[src/rtl/wb_stage.sv]
// Writeback stage: final pipeline register between MEM and the register file.
// Drives the regfile write port, ID forwarding bus, exception flush, debug trace and retire counter.
module wb_stage #(
  parameter int PC_W   = 32,
  parameter int DATA_W = 32
) (
  input  logic              clk,
  input  logic              reset,
  input  logic              ms_to_ws_valid,
  output logic              ws_allowin,
  input  logic [PC_W-1:0]   ms_pc,
  input  logic [3:0]        ms_gr_we,
  input  logic [4:0]        ms_dest,
  input  logic [DATA_W-1:0] ms_result,
  input  logic              ms_ex,
  input  logic              ws_stall,
  output logic [3:0]        rf_we,
  output logic [4:0]        rf_waddr,
  output logic [DATA_W-1:0] rf_wdata,
  output logic              ws_fwd_valid,
  output logic [4:0]        ws_fwd_dest,
  output logic [DATA_W-1:0] ws_fwd_data,
  output logic              ws_ex_flush,
  output logic [PC_W-1:0]   ws_ex_pc,
  output logic [PC_W-1:0]   debug_wb_pc,
  output logic [3:0]        debug_wb_rf_we,
  output logic [4:0]        debug_wb_rf_wnum,
  output logic [DATA_W-1:0] debug_wb_rf_wdata,
  output logic [31:0]       retired_cnt
);

  logic              vld_p0;
  logic [PC_W-1:0]   pc_p0;
  logic [3:0]        gr_we_p0;
  logic [4:0]        dest_p0;
  logic [DATA_W-1:0] result_p0;
  logic              ex_p0;
  logic [31:0]       retired_cnt_p0;

  logic ws_ready_go;
  logic fire;
  logic retire;

  // Byte-lane enable actually committed; excepting or r0-targeted writes are dropped.
  function automatic logic [3:0] commit_we(input logic go, input logic ex,
                                           input logic [4:0] dest, input logic [3:0] we);
    commit_we = (go && !ex && (dest != 5'd0)) ? we : 4'b0000;
  endfunction

  assign ws_ready_go = !ws_stall;
  assign ws_allowin  = !vld_p0 || ws_ready_go;
  assign fire        = vld_p0 && ws_ready_go;
  assign retire      = fire && !ex_p0;

  // MEM -> WB register
  always_ff @(posedge clk or posedge reset) begin
    if (reset) begin
      vld_p0    <= 1'b0;
      pc_p0     <= '0;
      gr_we_p0  <= '0;
      dest_p0   <= '0;
      result_p0 <= '0;
      ex_p0     <= 1'b0;
    end else if (ws_allowin) begin
      vld_p0 <= ms_to_ws_valid;
      if (ms_to_ws_valid) begin
        pc_p0     <= ms_pc;
        gr_we_p0  <= ms_gr_we;
        dest_p0   <= ms_dest;
        result_p0 <= ms_result;
        ex_p0     <= ms_ex;
      end
    end
  end

  always_ff @(posedge clk or posedge reset) begin
    if (reset) begin
      retired_cnt_p0 <= '0;
    end else if (retire) begin
      retired_cnt_p0 <= retired_cnt_p0 + 32'd1;
    end
  end

  // WB outputs (combinational from the WB register)
  assign rf_we    = commit_we(fire, ex_p0, dest_p0, gr_we_p0);
  assign rf_waddr = dest_p0;
  assign rf_wdata = result_p0;

  // Forwarding stays valid while stalled: the latched result is already final.
  assign ws_fwd_valid = vld_p0 && !ex_p0 && (|gr_we_p0) && (dest_p0 != 5'd0);
  assign ws_fwd_dest  = dest_p0;
  assign ws_fwd_data  = result_p0;

  assign ws_ex_flush = fire && ex_p0;
  assign ws_ex_pc    = pc_p0;

  assign debug_wb_pc       = pc_p0;
  assign debug_wb_rf_we    = rf_we;
  assign debug_wb_rf_wnum  = rf_waddr;
  assign debug_wb_rf_wdata = rf_wdata;

  assign retired_cnt = retired_cnt_p0;

endmodule

[config.mk]
export PLATFORM = sky130hd
export DESIGN_NAME = wb_stage
export DESIGN_NICKNAME = d
export VERILOG_FILES = /design/src/rtl/wb_stage.sv
export SDC_FILE = /design/constraint.sdc
export NUM_CORES = 1
export LEC_CHECK = 0
export CAP_MARGIN = 20
export CORE_MARGIN = 3
export CORE_UTILIZATION = 40
export CTS_CLUSTER_SIZE = 28
export DETAILED_ROUTE_END_ITERATION = 12
export GPL_TIMING_DRIVEN = 0
export PLACE_DENSITY = 0.95
export SLEW_MARGIN = 15
export SYNTH_ARGS = -nofsm -noshare
export SYNTH_HDL_FRONTEND = slang
export SYNTH_SLANG_ARGS = --single-unit
[constraint.sdc]
create_clock -name clk -period 8.7 [get_ports clk]
set_input_delay 2.175 -clock clk [delete_from_list [all_inputs] [get_ports clk]]
set_output_delay 2.175 -clock clk [all_outputs]
set_load 0.05 [all_outputs]
-- Word level (Yosys, flattened, before mapping)
Index checks and enable logic that the tools add are counted.
Widths: inputs -> output; s select.
- $add $sub $neg: 1
- mux-type cells: 1
- reduce and logical (&&, ||, !) cells: 14
- operator list (kind ; count):
    $add 32x1->32 const B ; 1
    $logic_and 1x1->1 ; 7
    $reduce_bool 5->1 ; 1
    $mux 4 ; 1
    $reduce_or 4->1 ; 1
    $logic_not 1->1 ; 3
    $reduce_and 2->1 ; 1
    $logic_or 1x1->1 ; 1
- flip-flop bits (word level): 107
- input port bits: 78
- output and inout bits: 218
- word-level logic and storage cells: 23

-- Depth between registers and ports, before layout
Gate-level depths: netlist of run 1.
- depth in word-level cells: 5
- mapped depth: 6
- depth with buffers taken out: 5

-- Worst setup path after synthesis of run 1
OpenSTA, ideal clock, no wires.
- path type: input -> output
- from: in ws_stall
- to: out rf_we[1]
- arrival: 3.475 ns
- data required time: 6.525 ns
- slack: 3.050 ns
- cell stages on the path: 4
- path buffers: 1
- path through: nor3b_4 -> nor2b_1 -> and2_1 -> buf_4
- cells in the longest elaborated chain, start to end: 5
- ends and longest elaborated chain (element ; line ; text):
    from (decl) ; 16 ; input logic ws_stall,
    $logic_not 1->1 ; 50 ; assign ws_ready_go = !ws_stall;
    $logic_and 1x1->1 ; 52 ; assign fire = vld_p0 && ws_ready_go;
    $logic_and 1x1->1 (2 in series) ; 47 ; commit_we = (go && !ex && (dest != 5'd0)) ? we : 4'b0000;
    $mux 4 ; 47 ;
    to (decl) ; 17 ; output logic [3:0] rf_we,
Every way passes these cells.

-- Worst setup path after layout of run 1
- from: in ws_stall
- to: out rf_we[2]
Same word-level chain as after synthesis.

==> results.md, run 1 <==
| Parameter | Reported | Unit |
|---|---|---|
| Area of the core | 12260 | um2 |
| Final routed wirelength across all metal layers | 15.21 | mm |
| CTS tree | done | - |
| Post-CTS Hold Buffers | 0 | - |
| Diodes inserted | 0 | - |
| Final worst path period need | 6.714 | ns |
| Number of top-level pins | 296 | - |
| Main combinational cell family by area after synthesis | buffers and inverters | - |
| Number of global-route vias before repair | 4376 | - |
| Sort of element at the start of the critical path | input pin | - |
| Die outline area | 14200 | um2 |
| Leakage | 3.726 | nW |
| Setup tns final | 0 | ns |
| Peak VDD IR | 0.1620 | mV |
| Wire length of the first global-routing pass | 23.98 | mm |
| Post-synth net total | 483 | - |
| Data arrival time at the worst-slack endpoint | 4.54 | ns |
| Post-Place Setup Slack | 1.978 | ns |
| Hold Crit Class | register to register | - |
| Synthesis Warnings | 0 | - |
| Required @ worst endpoint | 6.53 | ns |
| Site row count | 40 | - |
| Post-DR wirelength/cell | 17.23 | um |
| Synthesized area divided by synthesized cell count | 12.68 | um2 |
| Die boundary height | 119.2 | um |
| CTS root buffer | clkbuf_16 | - |
| Effective utilization at floorplan | 41.77 | % |
| Setup clock skew after layout | 0.008570 | ns |
| Sink count of the clock tree | 107 | - |
| Highest-count cells in the layout ignoring fill and taps | clkdlybuf4s50_1 (295), buf_4 (110), dfrtp_1 (107), mux2_2 (75), xnor2_1 (23) | - |
| Final setup violating endpoints | 0 | - |
| Basic-gate share of the synthesized area counting and, or, nand and nor cells | 8.429 | % |
| Final hold viol count | 0 | - |
| Endpoint kind of the worst setup timing path | output pin | - |
| Count of state elements after synthesis | 107 | - |
| Top cell type by total area after synthesis | dfrtp_1 | - |
| DR DRC count | 0 | - |
| Critical path type | input pin to output pin | - |
| Worst Max-Slew Pin Slew | 0.5835 | ns |
| Routed Antenna Nets | 0 | - |
| Parity-gate share of the synthesized area counting xor and xnor cells | 5.302 | % |
| PostCTS Resize Cnt | 0 | - |
| Horiz. Die Dim | 119.2 | um |
| Run status | completed | - |
| Sequential area share after synthesis | 52.28 | % |
| Total Routing Usage GR | 21.20 | % |
| Multiplexer area fraction after synthesis | 16.49 | % |
| Sum of overflow across all layers after global routing | 0 | - |
| Insertion delay to the later sink of the worst-skew pair | 0.33 | ns |
| CTS H-Tree Depth | 3 | - |
| Share of the clock period used by the worst path | 77.17 | % |
| Maximum fanout along the worst path | 7 | - |
| Post-synthesis adder-cell area fraction | 0.2443 | % |
| Detailed-route vias per instance | 4.670 | - |
| Fin nets | 790 | - |
| Max-slew headroom at the worst pin | 61.10 | % |
| Top cell type's share of synthesized area | 52.28 | % |
| Maximum clock rate | 148.9 | MHz |
| Placer Congestion | 0.8127 | - |
| Pin count of the biggest net entering global routing | 58 | - |
| Area fraction in compound gates after synthesis | 0 | % |
| Unique masters post-synth | 29 | - |
| Share of post-route cells with drive strength above 1 | 29.65 | % |
| Worst setup margin | 1.986 | ns |
| Pwr Density | 239.3 | nW/um2 |
| MaxCap Viol Count | 0 | - |
| Initial antenna violation count | 0 | - |
| TritonRoute pass-1 iters | 4 | - |
| Setup repair after global routing missed its margin | no | - |
| Synthesized area | 5121 | um2 |
| Synth Instances | 404 | - |
| Most common cell after layout, fill and taps aside | clkdlybuf4s50_1 | - |
| Number of post-CTS setup repair buffers | 0 | - |
| Number of buffer cells added on primary ports | 295 | - |
| Synth-to-layout area growth | 68.14 | % |
| Clock Tree Buf Depth | 2 | - |
| Largest cells by area after synthesis | dfrtp_1 (52%), mux2_2 (16%), buf_4 (16%), xnor2_1 (3.9%), nand4_1 (1.6%) | - |
| Final number of max-transition violations | 0 | - |
| Detailed router's first-iteration violation count | 186 | - |
| HPWL after detailed placement | 12.30 | mm |
| Via count | 4124 | - |
| Clock edge transition at the registers on the reported setup and hold paths | 0.07 | ns |
| TritonCTS buffer count | 9 | - |
## state kept, by name, indices dropped and copies added, names as in the netlist
name               cells
ex_p0                  1
debug_wb_pc           32
debug_wb_rf_wdata     32
vld_p0                 1
debug_wb_rf_wnum       5
gr_we_p0               4
retired_cnt           32
## routing by layer
| layer | share of wire, % | up-vias | global-route usage (%) |
|---|---|---|---|
| li1 | - | 1865 | - |
| met1 | 36 | 2025 | 22.82 |
| met2 | 53 | 210 | 39.07 |
| met3 | 8.3 | 24 | 6.268 |
| met4 | 2.2 | 0 | 7.676 |
| met5 | 0 | - | 0 |
## worst paths after layout
| kind | from | end | slack [ns] | depth (start not counted) |
|---|---|---|---|---|
| worst max register to register | ex_p0$_DFFE_PP0P_ | retired_cnt[27]$_DFFE_PP0P_ | 6.63 | 5 |
| worst max-delay path | ws_stall | rf_we[2] | 1.99 | 6 |
| worst min-delay path | retired_cnt[31]$_DFFE_PP0P_ | retired_cnt[31]$_DFFE_PP0P_ | 0.48 | 1 |
| worst min register to register | retired_cnt[31]$_DFFE_PP0P_ | retired_cnt[31]$_DFFE_PP0P_ | 0.48 | 1 |
| max in group asynchronous | reset | debug_wb_pc[11]$_DFFE_PP0P_ | 5.77 | 3 |
| min in group asynchronous | reset | debug_wb_rf_wdata[9]$_DFFE_PP0P_ | 2.28 | 2 |
## worst max-delay path, cell delays in order
cell and delay (ns):
clkdlybuf4s50_1 0.47, nor3b_4 0.43, nor2b_1 0.29, and2_1 0.25, buf_4 0.13, clkdlybuf4s50_1 0.79
## final cells by class
cell class / instances / area, um2
clock inverter: 4 / 51.30
tap: 168 / 210.2
sequential: 107 / 2678
buffer: 122 / 879.6
clock buffer: 11 / 242.7
inverter: 1 / 8.758
fill: 804 / 3651
multi-input combinational: 174 / 1560
timing repair buffer: 296 / 2980
## metrics by stage
step,util (%),hold WS [ns],cell area (um2),instances,power (mW)
floorplan,-,0.4952,5121,404,1.313
global placement,67.56,0.4621,8284,867,1.651
detailed placement,67.83,0.4760,8317,868,1.674
CTS,70.22,0.4857,8611,883,2.082
global route,70.22,0.5138,8611,883,2.141
finish,70.22,0.4799,8611,883,2.061
## kinds of logic (layout without fill, tap and decap cells)
logic type / count (synthesis) / in the layout
and+or+nand+nor: 67 / 67
DFF: 107 / 107
buffers and inverters: 123 / 434
muxes: 75 / 75
adders and majority gates: 1 / 1
xor gates and xnor gates: 31 / 31
## synth_stat cells, drive strengths merged
cell	number
and2	6
nor2b	1
ha	1
mux2	75
inv	1
nor2	5
xor2	8
xnor2	23
and4	2
nor3	2
nor4b	1
nand2	13
nand3b	1
clkbuf	5
dfrtp	107
nor3b	2
nand2b	1
buf	117
or2	1
nand4	13
and3b	1
and3	6
or4	1
nor4	4
nand3	7
## where the power goes
group	leakage, nW	internal, mW	total (mW)	switching, mW
Sequential	1.32	0.560	0.635	0.0759
Combinational	2.27	0.395	1.02	0.627
Clock	0.142	0.230	0.403	0.173
Note: power is estimated with default switching activity, not from simulation.
==> run 2: changes to the inputs <==
- CORE_UTILIZATION: 40 -> 38
- PLACE_DENSITY: 0.95 -> 0.91
- clock period: 8.7 -> 7 ns (I/O delays scaled with it)
==> run 2 against run 1 <==
Critical path depth unchanged. Cell count up 0.57%. Critical path type unchanged. Clock-buffer cell count down 1. Flip-flop and latch count unchanged. Highest routed layer unchanged. Global-route usage down 1.6 points. Wire length down 1.4%. Clock power up 25%. Clock skew down 0.0014 ns. Worst hold slack better by 0.0094 ns. Register-to-register slack worse by 1.6 ns.
==> results.md, run 2 (synthesis gave the netlist of run 1 again) <==
| Parameter | Reported | Unit |
|---|---|---|
| Leakage | 3.719 | nW |
| Met2 usage in global routing | 37.09 | % |
| Peak VDD IR | 0.1875 | mV |
| Final worst path period need | 5.821 | ns |
| Pin count of the biggest net entering global routing | 57 | - |
| Synth-to-layout area growth | 68.26 | % |
| Insertion delay to the later sink of the worst-skew pair | 0.34 | ns |
| Number of global-route vias before repair | 4275 | - |
| Sink count of the clock tree | 107 | - |
| MaxCap Viol Count | 0 | - |
| Number of top-level pins | 296 | - |
| Setup clock skew after layout | 0.007191 | ns |
| Fin nets | 790 | - |
| Via count | 4004 | - |
| Met3 usage in global routing | 5.292 | % |
| Diodes inserted | 0 | - |
| Share of the clock period used by the worst path | 83.15 | % |
| Endpoint kind of the worst setup timing path | output pin | - |
| Hold Crit Class | register to register | - |
| CTS tree | done | - |
| Required @ worst endpoint | 5.25 | ns |
| DR DRC count | 0 | - |
| Die boundary height | 122.1 | um |
| Maximum fanout along the worst path | 7 | - |
| Post-DR wirelength/cell | 16.89 | um |
| Pwr Density | 297.5 | nW/um2 |
| Fin area | 8617 | um2 |
| Die outline area | 14910 | um2 |
| Post-placement cell area | 8322 | um2 |
| Worst Max-Slew Pin Slew | 0.5605 | ns |
| Effective utilization at floorplan | 39.77 | % |
| Area of the core | 12880 | um2 |
| Detailed router's first-iteration violation count | 155 | - |
| Sum of overflow across all layers after global routing | 0 | - |
| Clock Tree Buf Depth | 2 | - |
| Number of buffer cells added on primary ports | 295 | - |
| Data arrival time at the worst-slack endpoint | 4.07 | ns |
| Placer Congestion | 0.8124 | - |
| Final setup violating endpoints | 0 | - |
| Maximum clock rate | 171.8 | MHz |
| Most common cell after layout, fill and taps aside | clkdlybuf4s50_1 | - |
| Final routed wirelength across all metal layers | 15.00 | mm |
| Highest-count cells in the layout ignoring fill and taps | clkdlybuf4s50_1 (295), buf_4 (110), dfrtp_1 (107), mux2_2 (75), xnor2_1 (23) | - |
| Run status | completed | - |
| Final number of max-transition violations | 0 | - |
| Layer with the highest usage | met2 | - |
| Sort of element at the start of the critical path | input pin | - |
| Total Routing Usage GR | 19.64 | % |
| Post-CTS Hold Buffers | 0 | - |
| Met1 global-route usage | 21.49 | % |
| Detailed-route vias per instance | 4.509 | - |
| Wire length of the first global-routing pass | 22.67 | mm |
| TritonCTS buffer count | 9 | - |
| Clock edge transition at the registers on the reported setup and hold paths | 0.07 | ns |
| CTS H-Tree Depth | 3 | - |
| Final hold viol count | 0 | - |
| Routed Antenna Nets | 0 | - |
| Initial antenna violation count | 0 | - |
| Number of post-CTS setup repair buffers | 0 | - |
| Site row count | 41 | - |
| Setup repair after global routing missed its margin | no | - |
| Share of post-route cells with drive strength above 1 | 29.75 | % |
| Worst hold slack after final layout | 0.4892 | ns |
| TritonRoute pass-1 iters | 4 | - |
| PostCTS Resize Cnt | 0 | - |
| CTS root buffer | clkbuf_16 | - |
| Horiz. Die Dim | 122.1 | um |
| HPWL after detailed placement | 12.08 | mm |
| Critical path type | input pin to output pin | - |
| Max-slew headroom at the worst pin | 62.51 | % |
| Total design power | 2.563 | mW |
| Setup tns final | 0 | ns |
==> run 2: metal layers <==
| metal | up-vias | wire length, um |
|---|---|---|
| met5 | - | 0 |
| met4 | 0 | 173 |
| met3 | 12 | 1254 |
| met2 | 184 | 8060 |
| met1 | 1946 | 5508 |
| li1 | 1862 | - |
==> run 2: path summary, 6_finish.rpt <==
kind | endpoint | cells after the start | startpoint | slack (ns)
max | rf_we[2] | 6 | ws_stall | 1.18
min | retired_cnt[27]$_DFFE_PP0P_ | 1 | retired_cnt[27]$_DFFE_PP0P_ | 0.49
max reg2reg | retired_cnt[24]$_DFFE_PP0P_ | 5 | ex_p0$_DFFE_PP0P_ | 4.98
min reg2reg | retired_cnt[27]$_DFFE_PP0P_ | 1 | retired_cnt[27]$_DFFE_PP0P_ | 0.49
max in group asynchronous | debug_wb_rf_wdata[23]$_DFFE_PP0P_ | 3 | reset | 4.54
min in group asynchronous | debug_wb_pc[1]$_DFFE_PP0P_ | 2 | reset | 1.81
==> run 2: worst max-delay path, stage by stage <==
cell,delay (ns)
clkdlybuf4s50_1,0.47
nor3b_4,0.43
nor2b_1,0.27
and2_1,0.23
buf_4,0.13
clkdlybuf4s50_1,0.79
==> run 2: area by class of cell <==
cell class                 instances  area, um2
inverter                           1      8.758
timing repair buffer             296       2980
sequential                       107       2678
multi-input combinational        174       1560
clock buffer                      10      229.0
clock inverter                     6      66.31
buffer                           122      879.6
fill                             917       4259
tap                              172      215.2
==> run 2: metrics by stage <==
step | cells | worst slack (ns) | util (%)
finish | 888 | 1.179 | 66.92
global route | 888 | 1.086 | 66.92
CTS | 888 | 1.147 | 66.92
detailed placement | 872 | 1.159 | 64.63
global placement | 871 | 0.9969 | 64.38
floorplan | 404 | 2.200 | -
==> run 2: power breakdown <==
part	internal (mW)	switching, mW	leakage (nW)
clock	0.278	0.228	0.135
sequential	0.695	0.0947	1.32
combinational	0.492	0.776	2.27
